<file path="src/rtl/scan_pos_generator.sv">
`default_nettype none
// ============================================================================
// Module   : scan_pos_generator
// Purpose  : Sequential HEVC scan-position generator for the RDOQ datapath.
//            Walks a TU as 4x4 sub-blocks in diagonal, horizontal or vertical
//            order, forward or in reverse from a chosen sub-block. One
//            position is emitted per valid/ready beat.
// Revision : 1.0 - initial release
// ============================================================================
module scan_pos_generator #(
  parameter int MAX_LOG2_TU = 5,
  localparam int CW = MAX_LOG2_TU,
  localparam int IW = 2 * MAX_LOG2_TU,
  localparam int SW = 2 * (MAX_LOG2_TU - 2)
) (
  input  logic          clk,
  input  logic          rst_n,
  input  logic          start,
  input  logic          abort,
  input  logic [2:0]    log2_tu,
  input  logic [1:0]    scan_type,
  input  logic          reverse,
  input  logic [SW-1:0] start_sb,
  output logic          out_valid,
  input  logic          out_ready,
  output logic [CW-1:0] out_x,
  output logic [CW-1:0] out_y,
  output logic [IW-1:0] out_raster,
  output logic [IW-1:0] out_scan_idx,
  output logic [SW-1:0] out_sb_idx,
  output logic          out_sb_first,
  output logic          out_sb_last,
  output logic          out_last,
  output logic          busy,
  output logic          done,
  output logic          err
);

  localparam logic [CW-1:0] ONE_C   = CW'(1);
  localparam logic [CW-1:0] THREE_C = CW'(3);
  localparam logic [CW:0]   ONE_D   = (CW + 1)'(1);
  localparam logic [SW-1:0] ONE_S   = SW'(1);

  typedef enum logic [1:0] {
    IDLE = 2'd0,
    SEEK = 2'd1,
    RUN  = 2'd2
  } state_t;

  state_t        state;
  logic [2:0]    cfg_lg;
  logic [1:0]    cfg_st;
  logic          cfg_rev;
  logic [SW-1:0] cfg_target;
  logic [SW-1:0] cfg_last_sb;

  // Walker state: sub-block coordinates/index and coefficient coordinates/pos.
  // Coordinates are kept at full CW width so one stepping function serves both.
  logic [CW-1:0] sbx, sby, cx, cy;
  logic [SW-1:0] sb_idx;
  logic [3:0]    pos;

  // One step of a walker over a square grid of width 2^lw, either direction.
  // Returns {next_y, next_x}.
  function automatic logic [2*CW-1:0] step_pos(
    input logic [CW-1:0] x,
    input logic [CW-1:0] y,
    input logic [2:0]    lw,
    input logic [1:0]    st,
    input logic          rev
  );
    logic [CW-1:0] wm, nx, ny;
    logic [CW:0]   d;
    wm = ~({CW{1'b1}} << lw);
    nx = x;
    ny = y;
    d  = '0;
    case (st)
      2'd1: begin
        if (!rev) begin
          if (x == wm) begin nx = '0; ny = y + ONE_C; end
          else nx = x + ONE_C;
        end else begin
          if (x == '0) begin nx = wm; ny = y - ONE_C; end
          else nx = x - ONE_C;
        end
      end
      2'd2: begin
        if (!rev) begin
          if (y == wm) begin ny = '0; nx = x + ONE_C; end
          else ny = y + ONE_C;
        end else begin
          if (y == '0) begin ny = wm; nx = x - ONE_C; end
          else ny = y - ONE_C;
        end
      end
      default: begin
        if (!rev) begin
          // End of an anti-diagonal: jump to the bottom-left of the next one.
          if (y == '0 || x == wm) begin
            d  = {1'b0, x} + {1'b0, y} + ONE_D;
            ny = (d > {1'b0, wm}) ? wm : d[CW-1:0];
            nx = d[CW-1:0] - ny;
          end else begin
            nx = x + ONE_C;
            ny = y - ONE_C;
          end
        end else begin
          // Start of an anti-diagonal: jump to the top-right of the previous one.
          if (x == '0 || y == wm) begin
            d  = {1'b0, x} + {1'b0, y} - ONE_D;
            nx = (d > {1'b0, wm}) ? wm : d[CW-1:0];
            ny = d[CW-1:0] - nx;
          end else begin
            nx = x - ONE_C;
            ny = y + ONE_C;
          end
        end
      end
    endcase
    return {ny, nx};
  endfunction

  logic [2*CW-1:0] sb_seek_nxt, sb_run_nxt, cf_nxt;
  logic [SW:0]     req_nsb;
  logic            req_ok;
  logic            sb_end, walk_last;

  // Start-request legality and size of the requested sub-block grid.
  always_comb begin
    req_nsb = (SW + 1)'(1) << {log2_tu - 3'd2, 1'b0};
    req_ok  = 1'b1;
    if (log2_tu < 3'd2 || log2_tu > 3'(MAX_LOG2_TU)) req_ok = 1'b0;
    if (scan_type == 2'd3) req_ok = 1'b0;
    if (scan_type != 2'd0 && log2_tu > 3'd3) req_ok = 1'b0;
    if (reverse && ({1'b0, start_sb} >= req_nsb)) req_ok = 1'b0;
  end

  assign sb_seek_nxt = step_pos(sbx, sby, cfg_lg - 3'd2, cfg_st, 1'b0);
  assign sb_run_nxt  = step_pos(sbx, sby, cfg_lg - 3'd2, cfg_st, cfg_rev);
  assign cf_nxt      = step_pos(cx, cy, 3'd2, cfg_st, cfg_rev);

  assign sb_end    = cfg_rev ? (pos == 4'd0) : (pos == 4'd15);
  assign walk_last = sb_end && (cfg_rev ? (sb_idx == '0) : (sb_idx == cfg_last_sb));

  // Control FSM and walker state; abort and the last handshake return to IDLE.
  always_ff @(posedge clk or negedge rst_n) begin
    if (!rst_n) begin
      state       <= IDLE;
      cfg_lg      <= '0;
      cfg_st      <= '0;
      cfg_rev     <= 1'b0;
      cfg_target  <= '0;
      cfg_last_sb <= '0;
      sbx         <= '0;
      sby         <= '0;
      sb_idx      <= '0;
      cx          <= '0;
      cy          <= '0;
      pos         <= '0;
      out_valid   <= 1'b0;
      done        <= 1'b0;
      err         <= 1'b0;
    end else begin
      done <= 1'b0;
      err  <= 1'b0;
      case (state)
        IDLE: begin
          if (start && !abort) begin
            if (req_ok) begin
              cfg_lg      <= log2_tu;
              cfg_st      <= scan_type;
              cfg_rev     <= reverse;
              cfg_target  <= reverse ? start_sb : '0;
              cfg_last_sb <= SW'(req_nsb - (SW + 1)'(1));
              sbx         <= '0;
              sby         <= '0;
              sb_idx      <= '0;
              cx          <= reverse ? THREE_C : '0;
              cy          <= reverse ? THREE_C : '0;
              pos         <= reverse ? 4'd15 : 4'd0;
              state       <= (reverse && start_sb != '0) ? SEEK : RUN;
            end else begin
              err <= 1'b1;
            end
          end
        end
        SEEK: begin
          if (abort) begin
            state <= IDLE;
          end else if (sb_idx == cfg_target) begin
            state     <= RUN;
            out_valid <= 1'b1;
          end else begin
            sbx    <= sb_seek_nxt[CW-1:0];
            sby    <= sb_seek_nxt[2*CW-1:CW];
            sb_idx <= sb_idx + ONE_S;
          end
        end
        RUN: begin
          if (abort) begin
            state     <= IDLE;
            out_valid <= 1'b0;
          end else if (!out_valid) begin
            out_valid <= 1'b1;
          end else if (out_ready) begin
            if (walk_last) begin
              out_valid <= 1'b0;
              done      <= 1'b1;
              state     <= IDLE;
            end else if (sb_end) begin
              sbx    <= sb_run_nxt[CW-1:0];
              sby    <= sb_run_nxt[2*CW-1:CW];
              sb_idx <= cfg_rev ? (sb_idx - ONE_S) : (sb_idx + ONE_S);
              cx     <= cfg_rev ? THREE_C : '0;
              cy     <= cfg_rev ? THREE_C : '0;
              pos    <= cfg_rev ? 4'd15 : 4'd0;
            end else begin
              cx  <= cf_nxt[CW-1:0];
              cy  <= cf_nxt[2*CW-1:CW];
              pos <= cfg_rev ? (pos - 4'd1) : (pos + 4'd1);
            end
          end
        end
        default: begin
          state     <= IDLE;
          out_valid <= 1'b0;
        end
      endcase
    end
  end

  assign out_x        = (sbx << 2) | cx;
  assign out_y        = (sby << 2) | cy;
  assign out_raster   = (IW'(out_y) << cfg_lg) | IW'(out_x);
  assign out_scan_idx = {sb_idx, pos};
  assign out_sb_idx   = sb_idx;
  assign out_sb_first = out_valid && (cfg_rev ? (pos == 4'd15) : (pos == 4'd0));
  assign out_sb_last  = out_valid && sb_end;
  assign out_last     = out_valid && walk_last;
  assign busy         = (state != IDLE);

endmodule
`default_nettype wire

</file>
<file path="config.mk">
export PLATFORM = sky130hd
export DESIGN_NAME = scan_pos_generator
export DESIGN_NICKNAME = d
export VERILOG_FILES = /design/src/rtl/scan_pos_generator.sv
export SDC_FILE = /design/constraint.sdc
export NUM_CORES = 1
export LEC_CHECK = 0
export ABC_AREA = 1
export BUFFER_PORTS_ARGS = -buffer_cell sky130_fd_sc_hd__buf_2
export CAP_MARGIN = 20
export CORE_UTILIZATION = 40
export CTS_BUF_LIST = sky130_fd_sc_hd__clkbuf_2 sky130_fd_sc_hd__clkbuf_4 sky130_fd_sc_hd__clkbuf_8
export CTS_CLUSTER_DIAMETER = 100
export DETAILED_ROUTE_END_ITERATION = 10
export REMOVE_ABC_BUFFERS = 1
export SYNTH_ARGS = -nofsm -noshare
export SYNTH_HDL_FRONTEND = slang
export SYNTH_SLANG_ARGS = --single-unit
export TNS_END_PERCENT = 10
</file>
<file path="constraint.sdc">
create_clock -name clk -period 4.7 [get_ports clk]
set_input_delay 0.235 -clock clk [delete_from_list [all_inputs] [get_ports clk]]
set_output_delay 0.235 -clock clk [all_outputs]
set_load 0.01 [all_outputs]
</file>
# --- Word-level counts from Yosys, hierarchy flattened ---
# Index checks and enable logic that the tools add are counted.
classes:
  mux: 135
  n_shift: 3
  n_reduce_logical: 35
  bitwise: 5
  eq_ne: 32
  magnitude_cmp: 8
  addsub: 25
op_table:
  columns: ["operator", "n"]
  rows:
  - ["5-bit two-way mux", 68]
  - ["5-bit case mux with 2 select lines", 8]
  - ["6-bit two-way mux", 11]
  - ["4-bit two-way mux", 10]
  - ["5-bit case mux with 3 select lines", 2]
  - ["6-bit by 1-bit subtractor with 6-bit output, second input constant", 4]
  - ["2-bit two-way mux", 11]
  - ["11-bit AND reduction", 2]
  - ["1-bit two-way mux", 21]
  - ["5-bit by 1-bit adder with 5-bit output, second input constant", 4]
  - ["5-bit zero test", 4]
  - ["2-bit != test, second input constant", 10]
  - ["5-bit != test, second input constant", 4]
  - ["5-bit by 1-bit subtractor with 5-bit output, second input constant", 4]
  - ["5-bit subtractor", 4]
  - ["6-bit by 1-bit adder with 6-bit output, second input constant", 3]
  - ["6-bit case mux with 3 select lines", 1]
  - ["9-bit AND reduction", 2]
  - ["5-bit by 5-bit adder with 6-bit output", 2]
  - ["6-bit equality test", 2]
  - ["6-bit by 2-bit > comparator with 1-bit output, second input constant", 2]
  - ["6-bit by 5-bit > comparator with 1-bit output", 2]
  - ["3-bit != test, second input constant", 4]
  - ["5-bit by 2-bit equality test with 1-bit output, second input constant", 2]
  - ["other kinds (35)", 56]
word_totals:
  wordCells: 258
  reg_bits: 53

# --- Logic depth before layout (Yosys ltp) ---
depth:
  word_depth: 15
  depth_mapped: 35
  ltp_nobuf: 34

# --- Least setup slack after synthesis ---
# No wires, ideal clock.
synth_timing:
  path_kind: "register -> register"
  from: "reg sbx[0]"
  to: "reg sby[4]"
  arrival_ns: 4.148
  path_stages_with_launch: 28
  path_slack_ns: 0.436
  synth_period_minus_slack_ns: 4.264
  setup_ns: 0.116
  path_cell_list: "dfrtp_1 -> ha_1 -> fa_1 -> inv_1 -> ha_1 -> xor2_1 -> inv_1 -> ha_1 -> a21oi_1 -> o21ai_0 -> a21oi_1 -> nor2_1 -> o21ai_0 -> nand2_2 -> o21ai_0 -> inv_1 -> fa_1 -> inv_1 -> nand2_1 -> nand2_1 -> a21oi_1 -> nand3b_1 -> nand2_1 -> o21bai_1 -> nand2_1 -> nand2_1 -> nand2_1 -> nand2_1"
synth_between:
  elab_chain_cells: 14
  elab_cells_between_ends: 29
  cone_classes: "4 x add/sub; 2 x order compare; 2 x eq/ne; 17 x mux; 4 x reduce/logical"
synth_lines:
  columns: ["element", "line", "text"]
  rows:
  - ["start, declared", "59", "logic [CW-1:0] sbx, sby, cx, cy;"]
  - ["start signal, assigned", "195", "sbx <= sb_seek_nxt[CW-1:0];"]
  - ["start signal, assigned", "212", "sbx <= sb_run_nxt[CW-1:0];"]
  - ["5-bit by 5-bit adder with 6-bit output", "101, 111", null]
  - ["6-bit by 1-bit subtractor with 6-bit output", "111", "d = {1'b0, x} + {1'b0, y} - ONE_D;"]
  - ["6-bit by 5-bit > comparator with 1-bit output", "112", "nx = (d > {1'b0, wm}) ? wm : d[CW-1:0];"]
  - ["5-bit two-way mux", "112", null]
  - ["5-bit subtractor", "113", "ny = d[CW-1:0] - nx;"]
  - ["5-bit two-way mux", "110", "if (x == '0 || y == wm) begin"]
  - ["5-bit two-way mux", "98", "if (!rev) begin"]
  - ["5-bit case mux with 2 select lines", "78", "case (st)"]
  - ["5-bit two-way mux", "211", "end else if (sb_end) begin"]
  - ["5-bit two-way mux", "207", "if (walk_last) begin"]
  - ["5-bit two-way mux", "206", "end else if (out_ready) begin"]
  - ["5-bit two-way mux", "204", "end else if (!out_valid) begin"]
  - ["5-bit two-way mux", "201", "if (abort) begin"]
  - ["5-bit case mux with 3 select lines", "167", "case (state)"]
  - ["end signal, assigned", "196", "sby <= sb_seek_nxt[2*CW-1:CW];"]
  - ["end signal, assigned", "213", "sby <= sb_run_nxt[2*CW-1:CW];"]
  - ["end, declared", "59", null]
# Parallel ways exist; a longest one is shown, timed or not. The select of a mux whose other input is x is not followed.
# A chain may end at the register's enable or synchronous reset.

# --- Final worst setup path ---
layout_timing:
  from: "reg sbx[0]"
  to: "reg sby[3]"
# Same word-level chain as after synthesis.

==> flow_summary.toml <==
[floorplanning]
dieWidth_um = 137
start_util_pct = 40.9
die_area_um2 = 18900
die_h_um = 137
io_pins = 60
rows = 49
core_um2 = 18000

[yosys]
async_flop_share_pct = 100
yosys.area_share.simple_pct = 32.5
synth_top_family_by_area = "simple AND/OR/NAND/NOR gates"
yosysSeqAreaShare_pct = 17.7
netlist_area_um2 = 7340
ys_types = 57
synth_compound_area_share_pct = 20.4
synth_area_leaders = "dfrtp_1 (18%), nand2_1 (16%), ha_1 (11%), o21ai_0 (8.4%), inv_1 (7.7%)"
syn-mean-instance-area_um2 = 6.17
yosys_register_bits = 52
synth_top_cell_area_share_pct = 17.7
synthXorXnorAreaFrac_pct = 5.47
ys_warn_count = 0
synthMuxAreaShare_pct = 0
synth_edf_count = 0
synth_top_cell_by_area = "dfrtp_1"
synth_cells = 1190
synth-adder-area-share_pct = 12.1
ys.flop_type = "dfrtp_1"

[drt]
drtAntennaViolNets = 0
vias_per_cell = 5.50
first_pass_iters = 5
drt-initial-drc-count = 575
drc = 0
vias = 8085
post_drt_wl_per_cell_um = 16.4
drt_wl_total_um = 24100

[timing]
period_share_pct = 92.2
skew_ps = 9.28
drv_slew = 0
slew-limit-headroom_pct = 51.1
finalHoldViolCount = 0
tightestPinTransition_ps = 733
fin_crit_ps = 4330
setup_viol = 0
max_freq_mhz = 231

[worst_setup_path]
cpMostUsedCell = "nand2_1"
cp-start-kind = "register"
cp_max_fo = 5
max_stage_delay_ps = 600
path_delay_family = "adder cells"
critPathBufInv = 4
critPathCaptureType = "register"
path_class = "reg -> reg"
cp_slowest_cell = "fa_2"
critPathRequiredTime_ps = 4980
worstPathArrival_ps = 4610

[global_routing]
antenna_found_initial = 0
grt_pass1_wl_um = 37600
grt_max_degree = 53
grt_usage_pct = 25.8
grt_pass1_vias = 6913
grt_overflow = 0

[clock_tree]
clk_path_buf_depth = 2
cts_tree = "built"
hold_buffers = 0
path_clk_slew_ps = 120
clk_latency_ps = 340
numCtsBuffers = 5
cts_sinks = 52
htreeDepth = 2
clockRootBuffer = "clkbuf_8"

[layout]
syn_to_final_growth_pct = 9.68
drive_gt1_share_pct = 11.4
design_area_um2 = 8050
final_cell_mix = "nand2_1 (309), inv_1 (149), o21ai_0 (117), nand3_1 (93), nor2_1 (92)"
final_common_cell = "nand2_1"
diodes = 0
fin_nets = 1326

[placement]
placed_area_um2 = 7860
dp_hpwl_um = 18600
numPortBuffers = 59
gp_congestion = 0.951

[run]
maxCapViolations = 0

[run_status]
status = "finished clean"

[hold_path]
hold_path_class = "in -> async"
-- worst register-to-register path: cells and delay by family, from the launching register on --
family	cells	cell delay, ps
AOI/OAI and AO/OA	9	1230
xor gates and xnor gates	2	340
adders and majority gates	5	1510
buffers and inverters	4	320
DFF	1	400
and+or+nand+nor	7	490
-- cell families (layout without fill, tap and decap cells) --
logic type	count (synthesis)	in the layout
simple gates	554	555
buf+inv	208	259
fa+ha+maj	68	68
compound gates	263	263
flops	52	52
xor+xnor	45	45
-- path summary, 6_finish.rpt --
kind                                      from        endpoint  slack, ps  cells after the start
worst max register to register          sbx[0]          sby[3]        370                     27
max in group asynchronous                rst_n          sby[2]       4190                      2
worst min register to register  cfg_last_sb[4]  cfg_last_sb[4]        520                      2
min in group clk                         start             err        160                      3
worst min-delay path                     rst_n          sbx[2]          5                      2
worst max-delay path                    sbx[0]          sby[3]        370                     27
-- area by class of cell --
cell class,count,area (um2)
clock buffer,5,68.8
tap,229,287
multi-input combinational,931,5230
timing repair buffer,85,490
fill,1914,9910
inverter,166,627
clock inverter,3,50.0
sequential,52,1300
-- routing by layer --
metal  part of all wire, %  GRT usage (%)  wire length (um)  vias to the layer above
li1                      -              -                 -                     4029
met1                    47           37.0             11300                     3717
met2                    44           40.3             10600                      298
met3                   6.6           2.94              1580                       41
met4                   2.7           8.00               653                        0
met5                     0              0                 0                        -
-- synthesized netlist by cell type (3+ instances only) --
| cell | count |
|---|---|
| nand2_1 | 308 |
| inv_1 | 151 |
| o21ai_0 | 123 |
| nand3_1 | 94 |
| nor2_1 | 92 |
| ha_1 | 63 |
| a21oi_1 | 58 |
| dfrtp_1 | 52 |
| xor2_1 | 37 |
| o211ai_1 | 21 |
| clkbuf_1 | 20 |
| o22ai_1 | 16 |
| buf_4 | 14 |
| nand4_1 | 14 |
| nor3_1 | 11 |
| a31oi_1 | 9 |
| o21ai_1 | 8 |
| inv_2 | 7 |
| nand2_2 | 7 |
| o21bai_1 | 7 |
| xnor2_1 | 7 |
| clkinv_1 | 6 |
| fa_1 | 5 |
| buf_2 | 4 |
| or2_2 | 4 |
| a211oi_1 | 3 |
| a22oi_1 | 3 |
| buf_6 | 3 |
| nand3b_1 | 3 |
| nor2_2 | 3 |
| nor3_2 | 3 |
-- timing repair --
action / CTS / global route
setup endpoints to repair: 0 / 8
endpoints found under the hold margin: 0 / 0
buffers inserted: 0 / 3
gates resized for setup: 0 / 16
-- flip-flops by register name (all words and copies together) (netlist names) --
signal       count
cfg_target       6
cy               5
cx               5
out_valid        1
state            2
cfg_last_sb      5
pos              4
cfg_lg           3
sby              5
cfg_st           2
done             1
sbx              5
err              1
out_sb_idx       6
cfg_rev          1
-- stage by stage --
stage                     hold WS [ps]  setup slack, ps  utilization (%)  setup TNS (ps)  instances
after floorplan                  -60.6              389                -               0       1148
after global placement             433              252             43.7               0       1459
after detailed placement           431              176             43.7               0       1459
after CTS                         50.9              140             44.4               0       1467
after global routing              81.0            -95.8             44.8            -178       1471
final                             4.68              369             44.8               0       1471
Power is left out: the tool's default activity adds up to more than one toggle a clock period on the data nets, which glitch-free logic cannot reach.
